`src/rtl/seg_scan_if.sv`:
```
// Bundle between a multiplexed 7-segment display scanner and the readback
// decoder: the active-low segment/select bus plus the decoded score outputs.
interface seg_scan_if;
  logic [7:0]  seg_in;        // active-low segments, bit7 = dp, bits6..0 = g..a
  logic [3:0]  sel_in;        // active-low one-cold digit select
  logic [15:0] score;         // last clean BCD score
  logic        score_valid;   // score reflects a clean, non-stale frame
  logic        score_update;  // one-cycle pulse on a new or changed score
  logic        pattern_err;   // one-cycle pulse on an undecodable glyph
  logic        scan_timeout;  // level, high while the scan is stalled

  // Display side drives the bus and observes the readback.
  modport master (
    output seg_in, sel_in,
    input  score, score_valid, score_update, pattern_err, scan_timeout
  );

  // Decoder side samples the bus and produces the readback.
  modport slave (
    input  seg_in, sel_in,
    output score, score_valid, score_update, pattern_err, scan_timeout
  );
endinterface

```
`src/rtl/seg_scan_decoder.sv`:
```
// Readback decoder for a multiplexed 4-digit 7-segment display. Registers the
// bus once, waits for each {sel,seg} pair to stay stable, decodes the glyph to
// BCD and reassembles the score. Bad glyphs discard the frame; a scan that
// stops producing captures is flagged as stalled.
module seg_scan_decoder #(
  parameter logic [31:0] STABLE_CYCLES  = 32'd1000,     // >= 2
  parameter logic [31:0] TIMEOUT_CYCLES = 32'd1_000_000
) (
  input  logic       CLK_50M,
  input  logic       RSTn,
  seg_scan_if.slave  bus
);

  logic [7:0]  seg_q,   seg_d;
  logic [3:0]  sel_q,   sel_d;
  logic [11:0] prev_q,  prev_d;    // previous registered {sel,seg}
  logic [31:0] stab_q,  stab_d;    // consecutive identical samples minus one
  logic [31:0] idle_q,  idle_d;    // cycles since the last capture
  logic [3:0]  mask_q,  mask_d;    // digits captured in the current frame
  logic [15:0] stage_q, stage_d;   // frame being assembled
  logic        bad_q,   bad_d;     // current frame saw an undecodable glyph
  logic [15:0] score_q, score_d;
  logic        valid_q, valid_d;
  logic        update_q, update_d;
  logic        err_q,   err_d;
  logic        tmo_q,   tmo_d;

  logic        same;
  logic        sel_legal;
  logic [1:0]  sel_idx;
  logic        capture;
  logic [4:0]  dec;                 // {glyph_ok, bcd}

  // Active-low glyph to BCD; bit4 flags a recognised glyph.
  function automatic logic [4:0] decode_glyph(input logic [7:0] g);
    case (g)
      8'hC0:   decode_glyph = 5'h10;
      8'hF9:   decode_glyph = 5'h11;
      8'hA4:   decode_glyph = 5'h12;
      8'hB0:   decode_glyph = 5'h13;
      8'h99:   decode_glyph = 5'h14;
      8'h92:   decode_glyph = 5'h15;
      8'h82:   decode_glyph = 5'h16;
      8'hF8:   decode_glyph = 5'h17;
      8'h80:   decode_glyph = 5'h18;
      8'h90:   decode_glyph = 5'h19;
      default: decode_glyph = 5'h00;
    endcase
  endfunction

  // Settle detection, capture decision, frame assembly and stall tracking.
  always_comb begin
    seg_d    = bus.seg_in;
    sel_d    = bus.sel_in;
    prev_d   = {sel_q, seg_q};
    mask_d   = mask_q;
    stage_d  = stage_q;
    bad_d    = bad_q;
    score_d  = score_q;
    valid_d  = valid_q;
    update_d = 1'b0;
    err_d    = 1'b0;
    tmo_d    = tmo_q;
    idle_d   = idle_q;
    sel_legal = 1'b1;
    sel_idx   = 2'd0;

    same   = ({sel_q, seg_q} == prev_q);
    stab_d = !same ? 32'd0 : ((stab_q == 32'hFFFF_FFFF) ? stab_q : stab_q + 32'd1);

    // prev_q holds the value whose stability stab_q describes.
    case (prev_q[11:8])
      4'b1110: sel_idx = 2'd0;
      4'b1101: sel_idx = 2'd1;
      4'b1011: sel_idx = 2'd2;
      4'b0111: sel_idx = 2'd3;
      default: sel_legal = 1'b0;
    endcase

    capture = sel_legal && (stab_q == STABLE_CYCLES - 32'd1);
    dec     = decode_glyph(prev_q[7:0]);

    if (capture) begin
      stage_d[{sel_idx, 2'b00} +: 4] = dec[3:0];
      mask_d[sel_idx] = 1'b1;
      bad_d  = bad_q | ~dec[4];
      err_d  = ~dec[4];
      idle_d = 32'd0;
      tmo_d  = 1'b0;
      if (mask_d == 4'hF) begin
        if (!bad_d) begin
          score_d  = stage_d;
          valid_d  = 1'b1;
          update_d = (stage_d != score_q) || !valid_q;
        end
        mask_d = 4'h0;
        bad_d  = 1'b0;
      end
    end else if (idle_q != TIMEOUT_CYCLES) begin
      idle_d = idle_q + 32'd1;
      if (idle_d == TIMEOUT_CYCLES) begin
        tmo_d   = 1'b1;
        valid_d = 1'b0;
        mask_d  = 4'h0;
        bad_d   = 1'b0;
      end
    end
  end

  // State register with synchronous active-low reset.
  always_ff @(posedge CLK_50M) begin
    if (!RSTn) begin
      seg_q    <= '0;
      sel_q    <= '0;
      prev_q   <= '0;
      stab_q   <= '0;
      idle_q   <= '0;
      mask_q   <= '0;
      stage_q  <= '0;
      bad_q    <= 1'b0;
      score_q  <= '0;
      valid_q  <= 1'b0;
      update_q <= 1'b0;
      err_q    <= 1'b0;
      tmo_q    <= 1'b0;
    end else begin
      seg_q    <= seg_d;
      sel_q    <= sel_d;
      prev_q   <= prev_d;
      stab_q   <= stab_d;
      idle_q   <= idle_d;
      mask_q   <= mask_d;
      stage_q  <= stage_d;
      bad_q    <= bad_d;
      score_q  <= score_d;
      valid_q  <= valid_d;
      update_q <= update_d;
      err_q    <= err_d;
      tmo_q    <= tmo_d;
    end
  end

  assign bus.score        = score_q;
  assign bus.score_valid  = valid_q;
  assign bus.score_update = update_q;
  assign bus.pattern_err  = err_q;
  assign bus.scan_timeout = tmo_q;

endmodule

```
`src/flat_wrapper.sv`:
```
// flat-port wrapper written by rule: the top's interface ports become plain ports
module seg_scan_decoder_flat 
#(
  parameter logic [31:0] STABLE_CYCLES  = 32'd1000,            
  parameter logic [31:0] TIMEOUT_CYCLES = 32'd1_000_000
)
  (CLK_50M, RSTn, bus_seg_in, bus_sel_in, bus_score, bus_score_valid, bus_score_update, bus_pattern_err, bus_scan_timeout);
  seg_scan_if bus_i ();
  input  logic CLK_50M;
  input  logic RSTn;
  input wire logic [$bits(bus_i.seg_in)-1:0] bus_seg_in;
  input wire logic [$bits(bus_i.sel_in)-1:0] bus_sel_in;
  output wire logic [$bits(bus_i.score)-1:0] bus_score;
  output wire logic [$bits(bus_i.score_valid)-1:0] bus_score_valid;
  output wire logic [$bits(bus_i.score_update)-1:0] bus_score_update;
  output wire logic [$bits(bus_i.pattern_err)-1:0] bus_pattern_err;
  output wire logic [$bits(bus_i.scan_timeout)-1:0] bus_scan_timeout;
  assign bus_i.seg_in = bus_seg_in;
  assign bus_i.sel_in = bus_sel_in;
  assign bus_score = bus_i.score;
  assign bus_score_valid = bus_i.score_valid;
  assign bus_score_update = bus_i.score_update;
  assign bus_pattern_err = bus_i.pattern_err;
  assign bus_scan_timeout = bus_i.scan_timeout;
  seg_scan_decoder #(.STABLE_CYCLES(STABLE_CYCLES), .TIMEOUT_CYCLES(TIMEOUT_CYCLES)) u_core (.CLK_50M(CLK_50M), .RSTn(RSTn), .bus(bus_i));
endmodule
```
`config.mk`:
```
export PLATFORM = sky130hd
export DESIGN_NAME = seg_scan_decoder_flat
export DESIGN_NICKNAME = d
export VERILOG_FILES = /design/src/rtl/seg_scan_if.sv /design/src/rtl/seg_scan_decoder.sv /design/src/flat_wrapper.sv
export SDC_FILE = /design/constraint.sdc
export NUM_CORES = 1
export LEC_CHECK = 0
export ABC_AREA = 1
export CAP_MARGIN = 10
export CORE_ASPECT_RATIO = 0.5
export CORE_UTILIZATION = 55
export DETAILED_ROUTE_END_ITERATION = 7
export GPL_TIMING_DRIVEN = 0
export PLACE_DENSITY_LB_ADDON = 0.05
export SLEW_MARGIN = 20
export SYNTH_ARGS = -nofsm -noshare
export SYNTH_HDL_FRONTEND = slang
export SYNTH_SLANG_ARGS = --single-unit
```
`constraint.sdc`:
```
create_clock -name CLK_50M -period 2.8 [get_ports CLK_50M]
set_input_delay 0.42 -clock CLK_50M [delete_from_list [all_inputs] [get_ports CLK_50M]]
set_output_delay 0.42 -clock CLK_50M [all_outputs]
set_load 0.01 [all_outputs]
```
==> impl_metrics.yaml, run 1 <==
worst_setup_path:
  critPathArrivalTime_ns: 2.91
  worstReg2RegStart: "u_core.prev_q[10]"
  r2r_slack_ns: 0.19
  worstSetupEndpointType: "register"
  rr_endpoint: "u_core.bus.score_update"
  crit_type: "reg -> reg"
  critical-path-slowest-cell: "sky130_fd_sc_hd__dfxtp_2"
  worstPathCellList: "nand2_1 -> inv_1 -> nor3_4 -> inv_2 -> ha_4 -> nor2_1 -> nand2_1 -> nor2_4 -> nand2_1 -> nand2_1 -> nand2_1 -> nand2_1 -> nand2_1 -> nor2_1 -> nand2_1 -> nor2_1 -> nand3_1 -> nor2_1 -> a21oi_1"
  worstRegToRegCells: 19
  path_max_fanout: 5
  crit_required_ns: 3.10
  cpMostUsedCell: "sky130_fd_sc_hd__nand2_1"
  crit_path_max_incr_delay_ns: 0.36
  setup.worst_path.start_class: "register"
timing:
  report.final.slew_viol_count: 0
  hold_viol: 0
  fin_tns_setup_ns: 0
  period_share: 0.931
  whs_ns: 0.366
  slew_headroom: 0.579
  layout_min_cycle_time_ns: 2.61
  timing.clock.skew_ns: 0.0117
  max_slew.worst_pin.slew_ns: 0.631
  fmax_ghz: 0.384
  setup_viol_count_final: 0
cts:
  clock_tree.root_cell: "sky130_fd_sc_hd__clkbuf_16"
  numCtsBuffers: 17
  clock-sinks: 129
  cts.reportedPaths.clkPinSlew_ns: 0.06
  max-clock-path-buffers: 2
  htree_num_levels: 4
  postCtsSetupBuffers: 0
  cts_tree: "done"
  clk_latency_ns: 0.43
synthesis:
  syn-num-nets: 1136
  post_synth_main_area_contributors: "sky130_fd_sc_hd__dfxtp_1, sky130_fd_sc_hd__nand2_1, sky130_fd_sc_hd__inv_1"
  number_of_instances_in_the_synthesized_netlist: 1111
  yosys_warnings: 0
  synth_top_area_frac: 0.364
  synth_area_leader_cell: "sky130_fd_sc_hd__dfxtp_1"
  postSynth.asyncResetShare: 0
  synth-seq-cells: 129
  yosys.cell_types.count: 43
  postSynthAreaPerCell_um2: 6.38
  synth-edff-count: 0
  syn-cell-area_um2: 7090
  synth-seq-area-share: 0.364
  yosys_most_used_dff: "sky130_fd_sc_hd__dfxtp_1"
detailed_routing:
  ant_nets: 0
  drt_drc_violations_left: 1
  total_wirelength_of_the_detailed_routed_design_um: 18300
  wl_per_cell_um: 13.6
  vias: 7118
  dr.pass1.iters: 8
  avgViaCountPerCell: 5.31
  detailedRoute.firstIterationViolations: 644
die:
  die_height_um: 82.3
  initial_utilization: 0.581
  die_area_um2: 13400
  top_level_ports: 34
  placeableCoreArea_um2: 12200
  row_count: 28
  die_width_um: 163
layout:
  flow.area_growth_from_synthesis_pct: 16.7
  diodes: 0
  fin_nets: 1187
  layout-drive-gt1-share: 0.0706
power:
  power_density_relative_to_cell_area_nw_per_um2: 508
  irDropWorstVdd_uv: 355
  leakagePower_uw: 0.00333
global_route:
  grt_pass1_vias: 6461
  grt_remaining_overflow: 0
  grt_first_pass_wirelength_um: 29800
  initial_antenna_violation_count: 0
  gr-usage-all-layers: 0.285
  grt_start_max_net_pins: 17
place:
  routabilityCongestion: 0.944
  placement.io_buffers: 32
  detailed_place_hpwl_um: 13500
hold_path:
  holdPathStages: 3
  worst_hold_path_type: "in -> reg"
  holdCritStartpoint: "RSTn"
  worst_hold_path.endpoint: "u_core.bus.score[15]"
status:
  failing_checks: "design-rule violations"
  status: "finished, violations left"
job:
  cap_violations: 0
-- critical path: cells and delay by family (launching register included) --
kind                       cells  cell delay, ns
DFF                            1            0.36
and+or+nand+nor               15            1.60
buffers and inverters          2            0.21
adders and majority gates      1            0.25
AOI/OAI and AO/OA              1            0.07
-- per-layer routing --
layer / GRT usage / up-vias / wire (µm)
met3: 0.0415 / 37 / 904
met5: 0 / - / 0
li1: - / 3671 / -
met2: 0.503 / 193 / 8380
met1: 0.360 / 3217 / 8660
met4: 0.104 / 0 / 318
-- cell type report --
cell class | instances | area, µm²
buffer | 16 | 83.8
clock buffer | 18 | 439
clock inverter | 14 | 143
fill | 1091 | 3920
inverter | 175 | 659
multi-input combinational | 791 | 3830
sequential | 129 | 2590
tap | 165 | 206
timing repair buffer | 32 | 320
-- where the power goes --
group,switching (µW),internal (µW)
registers,23.5,1860
logic,78.1,51.1
clock network,922,1270
-- cell families (layout without fill, tap and decap cells) --
kind of cell	after synthesis	count (layout)	synth area share
AOI/OAI and AO/OA	143	143	0.109
DFF	129	129	0.364
buffers and inverters	191	255	0.104
xor gates and xnor gates	18	18	0.0222
adders and majority gates	11	11	0.0194
and+or+nand+nor	619	619	0.381
-- repair_timing --
action / 4_1_cts / 5_1_grt
endpoints found under the setup margin: 15 / 16
hold buffers: 0 / 0
resized for setup: 5 / 14
pin swaps: 0 / 1
-- sequential cells by signal (all words and copies together), names as in the netlist --
signal                   flops
u_core.bus.score_valid       1
u_core.prev_q               12
u_core.bad_q                 1
u_core.bus.pattern_err       1
u_core.bus.scan_timeout      1
u_core.mask_q                4
u_core.stage_q              16
u_core.idle_q               32
u_core.stab_q               32
u_core.seg_q                 8
u_core.bus.score            16
u_core.bus.score_update      1
u_core.sel_q                 4
-- synth_stat cells, types with 3 or more instances --
library cell,number
sky130_fd_sc_hd__inv_2,3
sky130_fd_sc_hd__o22ai_1,8
sky130_fd_sc_hd__xnor2_1,5
sky130_fd_sc_hd__o211ai_1,3
sky130_fd_sc_hd__nand3b_1,5
sky130_fd_sc_hd__nand3_1,66
sky130_fd_sc_hd__nor2_2,6
sky130_fd_sc_hd__o21a_1,3
sky130_fd_sc_hd__clkbuf_1,6
sky130_fd_sc_hd__nand2_2,8
sky130_fd_sc_hd__dfxtp_1,129
sky130_fd_sc_hd__nor4_1,15
sky130_fd_sc_hd__nor2_1,158
sky130_fd_sc_hd__nor3_1,27
sky130_fd_sc_hd__buf_2,7
sky130_fd_sc_hd__nand2_1,289
sky130_fd_sc_hd__inv_1,171
sky130_fd_sc_hd__nand4_1,31
sky130_fd_sc_hd__o21ai_0,53
sky130_fd_sc_hd__xor2_1,13
sky130_fd_sc_hd__a21oi_1,58
sky130_fd_sc_hd__ha_1,11
sky130_fd_sc_hd__o21ai_1,8
-- how the worst max path moves through the flow --
stage | endpoint | cells past startpoint | startpoint
6_report | u_core.bus.score_update | 19 | u_core.prev_q[10]
5_1_grt | u_core.bus.score_update | 19 | u_core.prev_q[10]
4_1_cts | u_core.bus.score_update | 13 | u_core.prev_q[11]
3_5_place_dp | u_core.bus.score[10] | 12 | u_core.prev_q[11]
3_3_place_gp | u_core.bus.score_update | 13 | u_core.prev_q[9]
2_1_floorplan | u_core.bus.score[10] | 12 | u_core.prev_q[9]
-- layout by cell type (no fill, tap or decap), types with 9 or more instances in the layout --
master                              n
sky130_fd_sc_hd__nand3_1           65
sky130_fd_sc_hd__nor3_1            27
sky130_fd_sc_hd__xor2_1            13
sky130_fd_sc_hd__inv_1            170
sky130_fd_sc_hd__clkbuf_16         17
sky130_fd_sc_hd__o21ai_0           53
sky130_fd_sc_hd__dfxtp_1          126
sky130_fd_sc_hd__nor2_1           157
sky130_fd_sc_hd__nand4_1           31
sky130_fd_sc_hd__nand2_2            9
sky130_fd_sc_hd__a21oi_1           57
sky130_fd_sc_hd__clkdlybuf4s50_1   32
sky130_fd_sc_hd__nor4_1            14
sky130_fd_sc_hd__nand2_1          288
-- metrics by stage --
stage / setup slack (ns) / cell area [µm²] / util / cells / total power (µW)
6_report: 0.194 / 8270 / 0.678 / 1340 / 4200
5_1_grt: -0.0109 / 8270 / 0.678 / 1340 / 4330
3_5_place_dp: -0.136 / 7620 / 0.625 / 1308 / 2040
3_3_place_gp: -0.0765 / 7620 / 0.625 / 1308 / 2040
2_1_floorplan: 0.473 / 7090 / - / 1111 / 1990
4_1_cts: 0.0495 / 8210 / 0.674 / 1340 / 4220
No activity file was read; power rests on OpenSTA's default activity.
==> run 2: changes to the inputs <==
--- a/config.mk
+++ b/config.mk
@@ -12,7 +12,6 @@
 export DETAILED_ROUTE_END_ITERATION = 7
 export GPL_TIMING_DRIVEN = 0
 export PLACE_DENSITY_LB_ADDON = 0.05
-export SLEW_MARGIN = 20
 export SYNTH_ARGS = -nofsm -noshare
 export SYNTH_HDL_FRONTEND = slang
 export SYNTH_SLANG_ARGS = --single-unit
==> constraint.sdc (replaced) <==
create_clock -name CLK_50M -period 2.8 [get_ports CLK_50M]
set_input_delay 0.42 -clock CLK_50M [delete_from_list [all_inputs] [get_ports CLK_50M]]
set_output_delay 0.42 -clock CLK_50M [all_outputs]
set_load 0.1 [all_outputs]
==> results of run 2 <==
Same layout as run 1 (identical final DEF). Status: finished, violations left: design-rule violations.
==> run 3: changes to the inputs <==
--- a/config.mk
+++ b/config.mk
@@ -9,6 +9,7 @@
 export CAP_MARGIN = 10
 export CORE_ASPECT_RATIO = 0.5
 export CORE_UTILIZATION = 55
+export CTS_CLUSTER_SIZE = 24
 export DETAILED_ROUTE_END_ITERATION = 7
 export GPL_TIMING_DRIVEN = 0
 export PLACE_DENSITY_LB_ADDON = 0.05
==> results of run 3 <==
Same layout as run 1 (identical final DEF). Status: finished, violations left: design-rule violations.
